### config.mk
export PLATFORM = sky130hd
export DESIGN_NAME = rvv_insn_sequencer
export DESIGN_NICKNAME = d
export VERILOG_FILES = /design/src/rtl/rvv_insn_sequencer.sv
export SDC_FILE = /design/constraint.sdc
export NUM_CORES = 1
export LEC_CHECK = 0
export CAP_MARGIN = 30
export CORE_UTILIZATION = 45
export DETAILED_ROUTE_END_ITERATION = 12
export HOLD_SLACK_MARGIN = 0.15
export PLACE_DENSITY = 0.7
export SLEW_MARGIN = 20
export SYNTH_ARGS = -nofsm -noshare
export SYNTH_HDL_FRONTEND = slang
export SYNTH_SLANG_ARGS = --single-unit
### constraint.sdc
create_clock -name clk -period 3 [get_ports clk]
set_input_delay 0.3 -clock clk [delete_from_list [all_inputs] [get_ports clk]]
set_output_delay 0.3 -clock clk [all_outputs]
set_load 0.01 [all_outputs]
### src/rtl/rvv_insn_sequencer.sv
// -----------------------------------------------------------------------------
// rvv_insn_sequencer
//
// Purpose:
//   Sits between the scalar front end and the vector core. Buffers vector
//   instructions in a small in-order queue, issues them one at a time, tracks
//   how many are issued but not yet written back, and implements a drain
//   (fence) handshake. An optional per-register busy scoreboard holds back the
//   queue head while any of its vd/vs1/vs2 registers has a write outstanding.
//
// Optional feature:
//   RVV_SCOREBOARD_EN - when defined, a NUM_VEC-bit busy vector is kept and
//                       used to detect hazards on the head instruction. When
//                       undefined, hazard is tied to 0 and ordering is left to
//                       the vector core.
//
// Ports:
//   clk         - single clock, rising edge
//   rst         - synchronous, active-low reset
//   insn_in     - instruction from the scalar front end
//   insn_valid  - insn_in is valid
//   insn_ready  - queue can accept an instruction (0 while in reset)
//   issue_insn  - queue head presented to the vector core (0 while in reset)
//   issue_valid - issue_insn is valid
//   issue_ready - vector core accepts issue_insn
//   wb_valid    - vector core retires one instruction
//   wb_vd       - destination register of the retiring instruction
//   drain_req   - pulse requesting a full drain
//   drain_ack   - one-cycle pulse when the drain completes
//   rvv_idle    - queue empty, nothing in flight, state IDLE (1 while in reset)
// -----------------------------------------------------------------------------
module rvv_insn_sequencer #(
   parameter int INSN_WIDTH   = 32,
   parameter int NUM_VEC      = 32,
   parameter int FIFO_DEPTH   = 4,
   parameter int MAX_INFLIGHT = 8
) (
   input  logic                       clk,
   input  logic                       rst,
   input  logic [INSN_WIDTH-1:0]      insn_in,
   input  logic                       insn_valid,
   output logic                       insn_ready,
   output logic [INSN_WIDTH-1:0]      issue_insn,
   output logic                       issue_valid,
   input  logic                       issue_ready,
   input  logic                       wb_valid,
   input  logic [$clog2(NUM_VEC)-1:0] wb_vd,
   input  logic                       drain_req,
   output logic                       drain_ack,
   output logic                       rvv_idle
);

   localparam int PTR_W = $clog2(FIFO_DEPTH);
   localparam int CNT_W = $clog2(MAX_INFLIGHT + 1);
   localparam int VR_W  = $clog2(NUM_VEC);

   localparam logic [CNT_W-1:0] MAX_CNT = CNT_W'(MAX_INFLIGHT);

   // Elaboration-time parameter sanity checks.
   if (FIFO_DEPTH < 2 || (FIFO_DEPTH & (FIFO_DEPTH - 1)) != 0) begin : g_bad_depth
      $error("rvv_insn_sequencer: FIFO_DEPTH must be a power of 2 and at least 2");
   end
   if (MAX_INFLIGHT < 1) begin : g_bad_inflight
      $error("rvv_insn_sequencer: MAX_INFLIGHT must be at least 1");
   end
   if (INSN_WIDTH < 25) begin : g_bad_width
      $error("rvv_insn_sequencer: INSN_WIDTH must cover the register fields up to bit 24");
   end

   typedef enum logic [1:0] {
      ST_IDLE  = 2'd0,
      ST_RUN   = 2'd1,
      ST_DRAIN = 2'd2
   } state_t;

   // ---------------------------------------------------------------------------
   // State
   // ---------------------------------------------------------------------------
   logic [INSN_WIDTH-1:0] r_mem [FIFO_DEPTH];
   logic [PTR_W:0]        r_wr_ptr;
   logic [PTR_W:0]        r_rd_ptr;
   logic [CNT_W-1:0]      r_inflight;
   state_t                r_state;
   logic                  r_drain_ack;

   // ---------------------------------------------------------------------------
   // Queue status and handshakes
   // ---------------------------------------------------------------------------
   logic                  w_empty;
   logic                  w_full;
   logic [INSN_WIDTH-1:0] w_head;
   logic                  w_push;
   logic                  w_hazard;
   logic                  w_issue_valid;
   logic                  w_issue;
   logic                  w_wb;
   logic [CNT_W-1:0]      w_inflight_nxt;

   // The extra MSB distinguishes full (index equal, wrap bit differs) from
   // empty (pointers identical).
   assign w_empty = (r_wr_ptr == r_rd_ptr);
   assign w_full  = (r_wr_ptr[PTR_W] != r_rd_ptr[PTR_W]) &&
                    (r_wr_ptr[PTR_W-1:0] == r_rd_ptr[PTR_W-1:0]);
   assign w_head  = r_mem[r_rd_ptr[PTR_W-1:0]];

   // Readiness depends only on the registered full flag, so a pop in the
   // same cycle never opens a slot for a push (no bypass when full).
   assign insn_ready = rst && !w_full;
   assign w_push     = insn_valid && insn_ready;

   // Once raised, issue_valid only falls on the handshake, a drain request
   // or reset: the head cannot change, inflight only decreases without an
   // issue, and busy bits are only set by an issue.
   assign w_issue_valid = rst && !w_empty && (r_inflight < MAX_CNT) &&
                          !w_hazard && (r_state == ST_RUN);
   assign w_issue       = w_issue_valid && issue_ready;

   // A write-back with nothing in flight is spurious and is dropped entirely,
   // which also covers the first cycle after reset.
   assign w_wb = wb_valid && (r_inflight != '0);

   // NOTE: every variable written in always_comb gets a default first, so no
   // path leaves it unassigned and no latch is inferred.
   always_comb begin
      w_inflight_nxt = r_inflight;
      unique case ({w_issue, w_wb})
         2'b10:   w_inflight_nxt = r_inflight + CNT_W'(1);
         2'b01:   w_inflight_nxt = r_inflight - CNT_W'(1);
         default: w_inflight_nxt = r_inflight;
      endcase
   end

   // ---------------------------------------------------------------------------
   // Optional register scoreboard
   // ---------------------------------------------------------------------------
`ifdef RVV_SCOREBOARD_EN
   logic [NUM_VEC-1:0] r_busy;
   logic [VR_W-1:0]    w_vd;
   logic [VR_W-1:0]    w_vs1;
   logic [VR_W-1:0]    w_vs2;

   assign w_vd  = w_head[7  +: VR_W];
   assign w_vs1 = w_head[15 +: VR_W];
   assign w_vs2 = w_head[20 +: VR_W];

   assign w_hazard = r_busy[w_vs1] | r_busy[w_vs2] | r_busy[w_vd];

   always_ff @(posedge clk) begin
      if (!rst) begin
         r_busy <= '0;
      end else begin
         // The set is written after the clear, so when both hit the same
         // register in one cycle the register stays busy.
         if (w_wb) begin
            r_busy[wb_vd] <= 1'b0;
         end
         if (w_issue) begin
            r_busy[w_vd] <= 1'b1;
         end
      end
   end
`else
   logic w_unused_wb_vd;

   assign w_hazard       = 1'b0;
   assign w_unused_wb_vd = ^wb_vd;
`endif

   // ---------------------------------------------------------------------------
   // Instruction queue storage
   // ---------------------------------------------------------------------------
   // NOTE: the storage array has no reset; validity is carried entirely by the
   // pointers, so clearing the data would only add reset fan-out.
   always_ff @(posedge clk) begin
      if (w_push) begin
         r_mem[r_wr_ptr[PTR_W-1:0]] <= insn_in;
      end
   end

   // NOTE: sequential state is always updated with non-blocking assignments so
   // every register samples the pre-edge values of the others.
   always_ff @(posedge clk) begin
      if (!rst) begin
         r_wr_ptr   <= '0;
         r_rd_ptr   <= '0;
         r_inflight <= '0;
      end else begin
         if (w_push) begin
            r_wr_ptr <= r_wr_ptr + 1'b1;
         end
         if (w_issue) begin
            r_rd_ptr <= r_rd_ptr + 1'b1;
         end
         r_inflight <= w_inflight_nxt;
      end
   end

   // ---------------------------------------------------------------------------
   // Control FSM
   // ---------------------------------------------------------------------------
   // drain_ack is registered one cycle ahead: it is set on the edge that leaves
   // the FSM in DRAIN with inflight at zero, so the pulse coincides with the
   // DRAIN -> IDLE transition cycle. A drain_req seen while already in DRAIN
   // is absorbed, giving a single acknowledge.
   always_ff @(posedge clk) begin
      if (!rst) begin
         r_state     <= ST_IDLE;
         r_drain_ack <= 1'b0;
      end else begin
         r_drain_ack <= 1'b0;
         case (r_state)
            ST_IDLE: begin
               if (drain_req) begin
                  r_state     <= ST_DRAIN;
                  r_drain_ack <= (w_inflight_nxt == '0);
               end else if (w_push || !w_empty) begin
                  // Non-empty also counts: instructions accepted during a
                  // drain must still get issued afterwards.
                  r_state <= ST_RUN;
               end
            end
            ST_RUN: begin
               if (drain_req) begin
                  r_state     <= ST_DRAIN;
                  r_drain_ack <= (w_inflight_nxt == '0);
               end else if (w_empty && !w_push && (w_inflight_nxt == '0)) begin
                  r_state <= ST_IDLE;
               end
            end
            ST_DRAIN: begin
               if (r_inflight == '0) begin
                  r_state <= ST_IDLE;
               end else if (w_inflight_nxt == '0) begin
                  r_drain_ack <= 1'b1;
               end
            end
            default: begin
               r_state <= ST_IDLE;
            end
         endcase
      end
   end

   // ---------------------------------------------------------------------------
   // Outputs (forced to their reset values while rst is low)
   // ---------------------------------------------------------------------------
   assign issue_valid = w_issue_valid;
   assign issue_insn  = (rst && !w_empty) ? w_head : '0;
   assign drain_ack   = rst && r_drain_ack;
   assign rvv_idle    = !rst ||
                        (w_empty && (r_inflight == '0) && (r_state == ST_IDLE));

endmodule

Yosys cells after proc, flatten, opt, wreduce, memory -nomap -nowiden
Memories as Yosys holds them, arrays and structs flattened. A register that Yosys moved wholly into a read port is not among the register bits.
Index checks and enable logic that the tools add are counted.
Cells by class
  $add $sub $neg: 4
  multiply operators: 0
  div/mod/pow operators: 0
  $lt $le $gt $ge: 1
  equality and inequality tests: 10
  shift operators: 0
  muxes and demuxes: 16
  bitwise logic cells: 0
  reductions and logical operators: 25
Operators by type and width (count)
  $mux W32: 1
  $mux W2: 7
  $logic_and A1 B1 Y1: 13
  $logic_not A4 Y1: 2
  $pmux W4 S2: 1
  $add A3 B1 Y3 const B: 2
  $pmux W2 S3: 1
  $mux W1: 5
  $add A4 B1 Y4 const B: 1
  $eq A2 B1 Y1 const B: 2
  $eq A2 B2 Y1 const B: 2
  $logic_not A1 Y1: 4
  $lt A4 B4 Y1 const B: 1
  $reduce_bool A4 Y1: 1
  $sub A4 B1 Y4 const B: 1
  $eq A3 B3 Y1: 1
  $ne A3 B2 Y1 const B: 1
  $ne A3 B3 Y1 const B: 1
  $reduce_and A3 Y1: 1
  $eq A2 B2 Y1: 1
  $logic_not A2 Y1: 1
  $logic_or A1 B1 Y1: 2
  $ne A2 B2 Y1 const B: 1
  $pmux W1 S2: 1
  other kinds (2): 2
Storage, ports and cells
  flip-flop bits (word level): 13
  bits in latches: 0
  RAM bits: 128
  ROM bits: 0
  bits of input ports: 43
  output and inout port bits: 36
  word-level logic and storage cells: 62
  memories: 1
Memory list
  r_mem: depth 4, bits a word 32, rd ports 1, clocked after Yosys merged registers in 1, wr ports 1, line 79  | logic [INSN_WIDTH-1:0] r_mem [FIFO_DEPTH];

Logic depth before layout (Yosys ltp)
  depth in word-level cells: 13
  mapped depth: 11
  mapped depth without buffers: 11

Worst setup path before layout
OpenSTA, ideal clock, no wires.
  kind: register to register
  from: register r_rd_ptr[2]
  to: register r_drain_ack
  setup time: 0.060 ns
  arrival: 2.862 ns
  data required time: 2.940 ns
  setup slack: 0.078 ns
  cell stages (with the launch flop): 10
  period minus slack after synthesis: 2.922 ns
  path through: dfxtp_1 xnor2_1 or3b_2 nand4_1 ha_1 or3b_1 a211oi_2 or4b_1 o311ai_1 and3_1
On the way
  word-level cells in the longest chain between the ends: 12
  elaborated cells between the ends (all ways): 14
  those cells by class: eq/ne (3); mux (5); reduce/logical (6)
Ends and longest elaborated chain
  from (decl): line 81  | logic [PTR_W:0] r_rd_ptr;
  from (signal assigned): line 192  | r_rd_ptr <= r_rd_ptr + 1'b1;
  $eq A3 B3 Y1 (*): line 101  | assign w_empty = (r_wr_ptr == r_rd_ptr);
  $logic_not A1 Y1 (*): line 114  | assign w_issue_valid = rst && !w_empty && (r_inflight < MAX_CNT) &&
  $logic_and A1 B1 Y1 (*) (2 in a row): line 114
  $logic_and A1 B1 Y1 (*): line 115  | !w_hazard && (r_state == ST_RUN);
  $logic_and A1 B1 Y1 (*): line 116  | assign w_issue = w_issue_valid && issue_ready;
  $eq A2 B1 Y1 or $eq A2 B2 Y1 (tied branches): line 126  | unique case ({w_issue, w_wb})
  $pmux W4 S2 (*): line 126
  $logic_not A4 Y1 (*): line 215, 225, 233
  $mux W1: line 233  | end else if (w_inflight_nxt == '0) begin
  $mux W1: line 231  | if (r_inflight == '0) begin
  $pmux W1 S2 (*): line 211  | case (r_state)
  to (signal assigned): line 215  | r_drain_ack <= (w_inflight_nxt == '0);
  to (signal assigned): line 225  | r_drain_ack <= (w_inflight_nxt == '0);
  to (decl): line 84  | logic r_drain_ack;
Every way passes the cells marked *; elsewhere a longest branch is shown, timed or not.
A chain may end at the register's enable or synchronous reset.

Final worst setup path
Ends and elaborated chain as after synthesis.

==> summary.txt <==
Gr usage total = 16.4%
Clock Sinks = 143
Share of cells above drive strength 1 = 22.6%
Initial DRC count = 148
H-Tree Depth = 4
Synth-to-layout area growth = 30.2%
Syn Nets = 356
Top-count cell post-synth = edfxtp_1
First-pass GRT wire length = 15,600 um
Initial Utilization = 47.0%
Critical path arrival = 3.25 ns
Gr ovfl total = 0
Post-synth top cells = edfxtp_1, nor2b_1, mux4_2, dfxtp_1, and2_1
Final WL = 9990 um
LEAKAGE = 0.00245 uW
RSZ-0062 raised after global routing = no
R2r endpoint = r_drain_ack$_SDFF_PN0_
Nets = 449
Number of synthesized flops with an enable pin = 128
Synth Cell Area = 0.00573 mm^2
Area contributors post-synth = edfxtp_1, mux4_2, dfxtp_1
Ys async rst share = 0%
Reg-to-reg startpoint = r_rd_ptr[2]$_SDFFE_PN0P_
HP Start = r_wr_ptr[1]$_SDFFE_PN0P_
Ports = 79
Synth Flop Type = edfxtp_1
Internal = 3760 uW
Die span in x = 115 um
Synth warn = 0
Vias in the first global route = 3,179
Power consumption = 4680 uW
Area leader, netlist = edfxtp_1
Avg Inst Size Synth = 18.8 um^2
Hold/Removal Path Class = reg2reg
Antenna fix cells = 0
Seq/Total Area, Yosys = 72.3%
Initial antenna violation count = 0
Synthesized flop and latch total = 143
Post-synthesis adder-cell area fraction = 1.75%
Register area = 0.00415 mm^2
First-pass DRT Iterations = 4
Simple-Gate Fraction of Synth Area = 7.94%
Multi-input gate area = 0.00154 mm^2
Final Skew = 0.00642 ns
DP Wirelength = 6240 um
Placer Congestion = 0.734
Required @ worst endpoint = 3.36 ns
Switching Share = 19.6%
Clock power frac = 46.4%
R2R cell count = 9
Combinational power share = 5.8%
Later-pin clock latency in the skew report = 0.41 ns
Netlist cell types = 38
Hold Crit Endpoint = r_wr_ptr[1]$_SDFFE_PN0P_
Tightest Pin Transition = 0.474 ns
Post-route ant nets = 0
Max Cap Viol = 0
CTS Hold Bufs = 0
Average vias per placed instance = 5.07
Num rows = 40
Max Clk Rate = 0.346 GHz
Final hold vios = 0
Pwr Density = 627 mW/mm^2
Post-synthesis mux area share = 13.4%
XOR/XNOR Fraction of Synth Area = 1.22%
CTS tree = built
Num CTS Buffers = 17
Fill count = 923
Synth top area share = 67.0%
WL/cell = 17.2 um
Worst vdd ir = 0.438 mV
CTS Root Buffer Type = clkbuf_16
Crit share post-route = 96.4%
Die Ht = 115 um
WHS Path Cells = 2
Max-slew violations = 0
Vias = 2,937
Clock-pin slew on the worst setup and hold paths = 0.06 ns
Final hold slack = 0.494 ns
Startpoint Class = flip-flop
Max Root-Sink Buffers = 2
Endpoints failing setup = 0
Tmin final = 2.89 ns
Setup CP Type = reg2reg
Worst rel slew slack = 68.4%
Drt drc = 0
IO buf count = 73
Die area = 0.0132 mm^2
Net Sw Power = 916 uW
Largest family of logic cells by synthesized area = multiplexers
Worst reg2reg setup slack = 0.11 ns
Largest net degree at the start of global routing = 34
Run status = completed
Post-Syn Instances = 305
Core area = 0.0122 mm^2
Final Util = 61.1%
Crit end category = flip-flop
Worst-path maximum fanout = 5
Setup TNS Final = 0 ns
Sequential power share = 47.8%
Compound-Gate Fraction of Synth Area = 1.94%
==> sequential cells by signal (all words and copies together) (netlist names), named ones only <==
name,count
r_wr_ptr,3
r_drain_ack,1
r_inflight,4
r_state,2
r_rd_ptr,3
r_mem,128
==> critical path, stage by stage (launching register included) <==
cell      delay (ns)
dfxtp_1         0.34
xnor2_2         0.19
or3b_2          0.51
nand4_1         0.15
ha_2            0.24
or3b_1          0.38
a211oi_2        0.26
or4b_1          0.48
o311ai_2        0.10
and3_1          0.19
==> how the worst max path moves through the flow <==
stage                                         from                     end  depth (start not counted)
after floorplan           r_rd_ptr[2]$_SDFFE_PN0P_  r_drain_ack$_SDFF_PN0_                          9
after global placement    r_wr_ptr[1]$_SDFFE_PN0P_  r_drain_ack$_SDFF_PN0_                         11
after detailed placement  r_rd_ptr[2]$_SDFFE_PN0P_  r_drain_ack$_SDFF_PN0_                         11
after CTS                 r_rd_ptr[2]$_SDFFE_PN0P_  r_drain_ack$_SDFF_PN0_                         11
after global routing      r_wr_ptr[0]$_SDFFE_PN0P_  r_drain_ack$_SDFF_PN0_                         11
final                     r_rd_ptr[2]$_SDFFE_PN0P_  r_drain_ack$_SDFF_PN0_                          9
==> power by group through the flow <==
| stage | Clock (uW) | Sequential (uW) | Combinational (uW) |
|---|---|---|---|
| floorplan | 0 | 2280 | 115 |
| global placement | 0 | 2280 | 271 |
| detailed placement | 0 | 2280 | 275 |
| CTS | 2210 | 2240 | 276 |
| global route | 2290 | 2240 | 293 |
| finish | 2170 | 2240 | 271 |
==> cell usage in the layout (no fill, tap or decap), types with 5 or more instances in the layout <==
| cell | instances |
|---|---|
| buf_12 | 7 |
| buf_4 | 7 |
| inv_1 | 6 |
| ha_1 | 7 |
| edfxtp_1 | 128 |
| clkdlybuf4s50_1 | 73 |
| o21ai_0 | 5 |
| nor2b_1 | 40 |
| clkbuf_16 | 17 |
| dfxtp_1 | 12 |
| mux4_2 | 32 |
| and2_1 | 6 |
==> metal layers <==
layer | routed length [um] | vias to the layer above | track usage, %
met5 | 0 | - | 0
met4 | 131 | 0 | 7.27
met3 | 387 | 10 | 5.38
met2 | 5430 | 59 | 28.5
met1 | 4030 | 1485 | 18.6
li1 | - | 1383 | -
==> cell type report <==
type                       instances  area share (%)
sequential                       143            55.6
multi-input combinational        143            20.7
timing repair buffer              87            12.4
clock buffer                      18            5.75
tap                              168            2.82
clock inverter                    14            2.53
inverter                           6           0.302
==> stage by stage <==
stage	cells	area [um^2]	setup WS, ns
global route	579	7470	0.00106
floorplan	305	5730	0.0778
finish	579	7470	0.109
global placement	546	6810	0.0970
detailed placement	546	6810	0.0239
CTS	578	7430	0.0156
==> cells by family (layout without fill, tap and decap cells) <==
kind of cell / after synthesis / after routing
DFF: 143 / 143
and+or+nand+nor: 74 / 74
adders and majority gates: 8 / 8
buffers and inverters: 19 / 125
xor gates and xnor gates: 8 / 8
AOI/OAI and AO/OA: 16 / 16
muxes: 37 / 37
==> what timing repair did <==
item,CTS,global route
buffers inserted,0,1
resized for setup,1,6
setup endpoints to repair,1,2
Note: power is estimated with default switching activity, not from simulation.
